<file path="src/rtl/uart_frame_pkg.sv">
// ============================================================================
// Module      : uart_frame_pkg
// Description : Shared state encoding, framing constants and error codes for
//               the UART frame controller.
// Revision    : 1.0 - initial release
// ============================================================================
`default_nettype none

package uart_frame_pkg;

  typedef enum logic [2:0] {
    ST_HUNT  = 3'd0,
    ST_HDR   = 3'd1,
    ST_BODY  = 3'd2,
    ST_CHECK = 3'd3,
    ST_HOLD  = 3'd4
  } state_e;

  localparam logic [7:0] HDR0 = 8'hFA;
  localparam logic [7:0] HDR1 = 8'hFB;
  localparam logic [7:0] TL0  = 8'hFC;
  localparam logic [7:0] TL1  = 8'hFD;

  localparam logic [1:0] ERR_NONE    = 2'd0;
  localparam logic [1:0] ERR_TAIL    = 2'd1;
  localparam logic [1:0] ERR_CHKSUM  = 2'd2;
  localparam logic [1:0] ERR_TIMEOUT = 2'd3;

endpackage

`default_nettype wire

</file>
<file path="src/rtl/uart_gap_timer.sv">
// ============================================================================
// Module      : uart_gap_timer
// Description : Inter-byte gap watchdog; pulses expire when GAP_CYC-1 idle
//               cycles elapse while run is high. A kick in the same cycle wins.
// Revision    : 1.0 - initial release
// ============================================================================
`default_nettype none

module uart_gap_timer #(
  parameter int GAP_CYC = 20000
) (
  input  logic clk,
  input  logic rst,
  input  logic run,
  input  logic kick,
  output logic expire
);

  localparam int CW = (GAP_CYC > 1) ? $clog2(GAP_CYC) : 1;

  logic [CW-1:0] cnt_q;

  assign expire = run && !kick && (cnt_q == CW'(GAP_CYC - 1));

  always_ff @(posedge clk) begin
    if (rst || kick || !run) begin
      cnt_q <= '0;
    end else if (!expire) begin
      cnt_q <= cnt_q + CW'(1);
    end
  end

endmodule

`default_nettype wire

</file>
<file path="src/rtl/uart_frame_ctrl.sv">
// ============================================================================
// Module      : uart_frame_ctrl
// Description : Header hunt, fixed-length frame capture, tail/gap checking and
//               valid/ack hand-off. Define UART_FRAME_CHKSUM_EN to add the
//               8-bit additive checksum in byte FRAME_BYTES-3.
// Revision    : 1.0 - initial release
// ============================================================================
`default_nettype none

module uart_frame_ctrl
  import uart_frame_pkg::*;
#(
  parameter int FRAME_BYTES = 48,
  parameter int GAP_CYC     = 20000
) (
  input  logic                     clk,
  input  logic                     rst,
  input  logic                     rx_valid,
  input  logic [7:0]               rx_byte,
  output logic                     rx_en,
  output logic                     frame_valid,
  output logic [FRAME_BYTES*8-1:0] frame_data,
  input  logic                     frame_ack,
  output logic [1:0]               err_code,
  output logic [7:0]               err_cnt,
  output logic                     busy
);

  localparam int IDXW = $clog2(FRAME_BYTES);

  state_e                   state_q, state_d;
  logic [IDXW-1:0]          idx_q, idx_d, store_idx;
  logic                     store, load, err_set, expire, tail_bad, chk_bad;
  logic [1:0]               err_val;
  logic [7:0]               buf_q [FRAME_BYTES];
  logic [FRAME_BYTES*8-1:0] frame_q;
  logic [1:0]               err_code_q;
  logic [7:0]               err_cnt_q;

  assign rx_en       = (state_q == ST_HUNT) || (state_q == ST_HDR) || (state_q == ST_BODY);
  assign busy        = (state_q != ST_HUNT);
  assign frame_valid = (state_q == ST_HOLD);
  assign frame_data  = frame_q;
  assign err_code    = err_code_q;
  assign err_cnt     = err_cnt_q;

  assign tail_bad = (buf_q[FRAME_BYTES-2] != TL0) || (buf_q[FRAME_BYTES-1] != TL1);

  uart_gap_timer #(.GAP_CYC(GAP_CYC)) u_gap_timer (
    .clk    (clk),
    .rst    (rst),
    .run    ((state_q == ST_HDR) || (state_q == ST_BODY)),
    .kick   (rx_valid && rx_en),
    .expire (expire)
  );

`ifdef UART_FRAME_CHKSUM_EN
  // Running sum over bytes 0..FRAME_BYTES-4 so CHECK only needs one compare.
  logic [7:0] sum_q;

  always_ff @(posedge clk) begin
    if (rst) begin
      sum_q <= '0;
    end else if (store) begin
      if (store_idx == '0) begin
        sum_q <= rx_byte;
      end else if (store_idx < IDXW'(FRAME_BYTES - 3)) begin
        sum_q <= sum_q + rx_byte;
      end
    end
  end

  assign chk_bad = (sum_q != buf_q[FRAME_BYTES-3]);
`else
  assign chk_bad = 1'b0;
`endif

  always_comb begin
    state_d   = state_q;
    idx_d     = idx_q;
    store     = 1'b0;
    store_idx = idx_q;
    load      = 1'b0;
    err_set   = 1'b0;
    err_val   = ERR_NONE;
    case (state_q)
      ST_HUNT: begin
        if (rx_valid && rx_byte == HDR0) begin
          store     = 1'b1;
          store_idx = '0;
          idx_d     = IDXW'(1);
          state_d   = ST_HDR;
        end
      end
      ST_HDR: begin
        if (expire) begin
          err_set = 1'b1;
          err_val = ERR_TIMEOUT;
          state_d = ST_HUNT;
        end else if (rx_valid) begin
          if (rx_byte == HDR1) begin
            store     = 1'b1;
            store_idx = IDXW'(1);
            idx_d     = IDXW'(2);
            state_d   = ST_BODY;
          end else if (rx_byte != HDR0) begin
            state_d = ST_HUNT;
          end
        end
      end
      ST_BODY: begin
        if (expire) begin
          err_set = 1'b1;
          err_val = ERR_TIMEOUT;
          state_d = ST_HUNT;
        end else if (rx_valid) begin
          store = 1'b1;
          idx_d = idx_q + IDXW'(1);
          if (idx_q == IDXW'(FRAME_BYTES - 1)) begin
            state_d = ST_CHECK;
          end
        end
      end
      ST_CHECK: begin
        state_d = ST_HUNT;
        if (tail_bad) begin
          err_set = 1'b1;
          err_val = ERR_TAIL;
        end else if (chk_bad) begin
          err_set = 1'b1;
          err_val = ERR_CHKSUM;
        end else begin
          load    = 1'b1;
          state_d = ST_HOLD;
        end
      end
      ST_HOLD: begin
        if (frame_ack) begin
          state_d = ST_HUNT;
        end
      end
      default: state_d = ST_HUNT;
    endcase
  end

  always_ff @(posedge clk) begin
    if (rst) begin
      state_q <= ST_HUNT;
      idx_q   <= '0;
    end else begin
      state_q <= state_d;
      idx_q   <= idx_d;
    end
  end

  // Capture buffer is indexed storage; stale bytes are always overwritten
  // before CHECK reads them, so it needs no reset.
  always_ff @(posedge clk) begin
    if (store) begin
      buf_q[store_idx] <= rx_byte;
    end
  end

  always_ff @(posedge clk) begin
    if (rst) begin
      frame_q    <= '0;
      err_code_q <= ERR_NONE;
      err_cnt_q  <= '0;
    end else begin
      if (load) begin
        for (int i = 0; i < FRAME_BYTES; i++) begin
          frame_q[(FRAME_BYTES-1-i)*8 +: 8] <= buf_q[i];
        end
      end
      if (err_set) begin
        err_code_q <= err_val;
        if (err_cnt_q != 8'hFF) begin
          err_cnt_q <= err_cnt_q + 8'd1;
        end
      end
    end
  end

endmodule

`default_nettype wire
</file>
<file path="config.mk">
export PLATFORM = sky130hd
export DESIGN_NAME = uart_frame_ctrl
export DESIGN_NICKNAME = d
export VERILOG_FILES = /design/src/rtl/uart_frame_pkg.sv /design/src/rtl/uart_gap_timer.sv /design/src/rtl/uart_frame_ctrl.sv
export SDC_FILE = /design/constraint.sdc
export NUM_CORES = 1
export LEC_CHECK = 0
export BUFFER_PORTS_ARGS = -buffer_cell sky130_fd_sc_hd__buf_4
export CAP_MARGIN = 20
export CORE_ASPECT_RATIO = 0.6
export CORE_MARGIN = 1
export CORE_UTILIZATION = 50
export CTS_CLUSTER_DIAMETER = 40
export DETAILED_ROUTE_END_ITERATION = 6
export HOLD_SLACK_MARGIN = 0.03
export PLACE_DENSITY_LB_ADDON = 0.3
export SLEW_MARGIN = 20
export SYNTH_ARGS = -nofsm -noshare
export SYNTH_HDL_FRONTEND = slang
export SYNTH_SLANG_ARGS = --single-unit
</file>
<file path="constraint.sdc">
create_clock -name clk -period 3.8 [get_ports clk]
set_clock_uncertainty 0.2 [all_clocks]
set_input_delay 0.19 -clock clk [delete_from_list [all_inputs] [get_ports clk]]
set_output_delay 0.19 -clock clk [all_outputs]
set_load 0.005 [all_outputs]
</file>
==> summary.md <==
| Metric | Value |
|---|---|
| H-tree depth | 3 |
| Critical path buffers and inverters | 0 |
| Worst reg2reg endpoint | buf_q[17][2] |
| Hold Path Stages | 6 |
| CTS Root Cell | clkbuf_16 |
| Post-Synthesis Cell Area | 26,800 um^2 |
| Area Growth Syn to Fin | 24.0% |
| Worst vdd ir | 0.000355 V |
| Vias in the first global route | 18.1k |
| CTS buffer count | 75 |
| Grt ovf | 0 |
| Predominant post-synthesis flop cell | dfxtp_1 |
| Post-synth EDFFs | 384 |
| Final Non-Filler Cells | 3,499 |
| Initial antenna violation count | 1 |
| Worst Setup EP | buf_q[17][2] |
| Tot Pwr | 16.8 mW |
| Max Cap Viol | 0 |
| Synth warn | 0 |
| Largest net degree at the start of global routing | 132 |
| Area contributors post-synth | edfxtp_1 43%, dfxtp_1 31%, nand2_1 11% |
| Post-route cell area | 33,200 um^2 |
| CP delay by family, top | simple AND/OR/NAND/NOR gates |
| Fin util | 63.0% |
| Core Area | 52,700 um^2 |
| Die Y-Extent | 181 um |
| Leakage | 11.7 nW |
| 1st-pass router iterations | 5 |
| GP Congestion | 0.896 |
| R2r setup slk | 350 ps |
| Worst R2R Start | state_q[0] |
| Vias per cell | 5.37 |
| Critical path type | register to register |
| Final period utilization | 90.9% |
| Post-DP Area | 30,600 um^2 |
| Status | complete, no violations |
| Setup total negative slack | 0 ps |
| IO Port Bufs | 408 |
| Via count | 18.8k |
| Fillers | 4,092 |
| Mean Syn Cell Area | 11.5 um^2 |
| Slew @ Worst Pin | 1020 ps |
| Clock slew at reported path FFs | 70 ps |
| Post-Place Cells | 3,351 |
| Cell count along the critical path | 5 |
| Antenna Nets Post-Route | 0 |
| DIE AREA | 54,500 um^2 |
| Arr. time, crit path | 3470 ps |
| Synth Net Count | 2,349 |
| Synth unique cells | 54 |
| CTS tree | built |
| Die Width | 301 um |
| Max incr delay on CP | 690 ps |
| Fraction of registers with async set or reset after synthesis | 0% |
| Synthesized instance count | 2,334 |
| Synth area leader | edfxtp_1 |
| DP HPWL | 43.8 mm |
| Wire length per cell | 20.2 um |
| Required time of the critical path | 3820 ps |
| Top-count cell post-synth | nand2_1 |
| Setup crit end kind | register |
| GRT Total Usage | 25.4% |
| Top cells by count, synth | 756 x nand2_1, 418 x dfxtp_1, 384 x edfxtp_1, 382 x a21oi_1, 94 x nor2_1 |
| Fin. Hold Viols | 0 |
| Worst min-delay path class | input port to register |
| Sequential-to-total area share from yosys stat | 74.3% |
| Critical-path top delay cell | nor3_2 |
| FMAX | 0.289 GHz |
| Routed WL | 70.9 mm |
| Final Setup Violations | 0 |
| Cells on worst reg2reg path | 5 |
| Flip-flop and latch count after synthesis | 802 |
| Post-synth top area share | 43.0% |
| Number of placement rows | 65 |
| Max Root-Sink Buffers | 3 |
| Min Hold Slack | 145 ps |
| Residual DRC | 0 |
| Initial core utilization | 50.8% |
| Slew Limit Fails | 0 |
| RSZ-0062 raised after global routing | false |
| Final WS setup | 346 ps |
| Critical path cell sequence | nand3b_1, a211oi_1, o21a_1, nand2_1, nor3_2 |
| Setup WS pre-CTS | 436 ps |
| Clk sinks | 802 |
| Initial DRC Count | 1,568 |
| Layout cell share with drive strength beyond 1 | 21.3% |
| Slew headroom | 31.8% |
| Final min period | 3450 ps |
| Num ports | 409 |
| Crit Path Max Fanout | 17 |
| Clk_lat worst skew | 590 ps |
| Final #Nets | 2,749 |
| Startpoint types | register |
| Worst Setup SP | state_q[0] |
| First-pass GRT wire length | 106 mm |
| Cell Pwr Density | 506 nW/um^2 |
[worst reg2reg max path, stage by stage (launching register included)]
cell and delay (ps):
dfxtp_1 650, nand3b_1 270, a211oi_1 540, o21a_1 350, nand2_1 390, nor3_2 690
[logic make-up after synthesis]
family / Yosys count / synth area share (%)
XOR/XNOR: 17 / 0.556
AO/OA/AOI/OAI: 419 / 8.25
multiplexers: 4 / 0.154
AND/OR/NAND/NOR: 942 / 14.2
adder cells (fa/ha/maj): 3 / 0.140
flip-flops: 802 / 74.3
buffers and inverters: 147 / 2.41
[layout make-up]
type,instances,area [um^2],share of cell area [%]
clock buffer,100,2080,6.27
clock inverter,36,407,1.22
inverter,5,18.8,0.0565
antenna,3,7.51,0.0226
multi-input combinational,1385,6290,18.9
tap,703,880,2.65
timing repair buffer,465,3630,10.9
sequential,802,19900,59.9
[worst min path at each step]
stage	from	endpoint	slack, ps
after detailed placement	err_code[0]	err_code[0]	240
after floorplan	rx_byte[0]	buf_q[0][0]	90
after global routing	rx_byte[2]	buf_q[10][2]	160
after global placement	err_code[0]	err_code[0]	240
final	rx_byte[3]	state_q[0]	150
after CTS	rx_byte[3]	state_q[0]	120
[flip-flops by register name (all words and copies together) (netlist names)]
signal	cells
err_cnt	8
buf_q	384
frame_data	384
state_q	3
idx_q	6
err_code	2
u_gap_timer.cnt_q	15
[what timing repair did]
action,in CTS,in global routing
resized for setup,0,0
endpoints found under the hold margin,141,0
setup endpoints to repair,0,0
hold buffers,9,0
buffers inserted,0,0
[power breakdown]
group | internal, mW | switching, mW
Sequential | 9.04 | 0.000126
Combinational | 0.0277 | 0.192
Clock | 4.38 | 3.19
Total | 13.4 | 3.38
[layout by cell type, fill, tap and decap left out, types with 4 or more instances in the layout]
master,netlist,final
nor2b_1,5,5
xnor2_1,5,5
clkinv_2,0,10
bufinv_16,0,7
clkbuf_16,0,77
buf_4,10,446
nand2_1,756,755
or3_1,7,7
nor3_2,0,8
o21ai_0,7,7
clkinv_1,0,7
nor2_1,94,93
nand2b_1,4,4
or4_1,5,5
a21oi_1,382,382
and3_1,8,8
nand3_1,16,16
clkbuf_1,87,16
inv_6,0,5
dfxtp_1,418,418
clkbuf_8,0,7
o31ai_1,4,4
inv_1,5,5
dlygate4sd3_1,0,9
edfxtp_1,384,384
buf_12,0,9
xor2_1,12,12
nand4_1,7,7
nor3_1,17,9
[layer usage]
layer | vias up | global-route usage [%] | part of all wire [%] | wire (um)
met4 | 0 | 6.98 | 2.2 | 1550
li1 | 8746 | - | - | -
met3 | 114 | 4.77 | 7.3 | 5140
met2 | 677 | 39.3 | 46 | 32600
met1 | 9248 | 36.8 | 45 | 31600
met5 | - | 0 | 0 | 0
No activity file was read; power rests on OpenSTA's default activity.
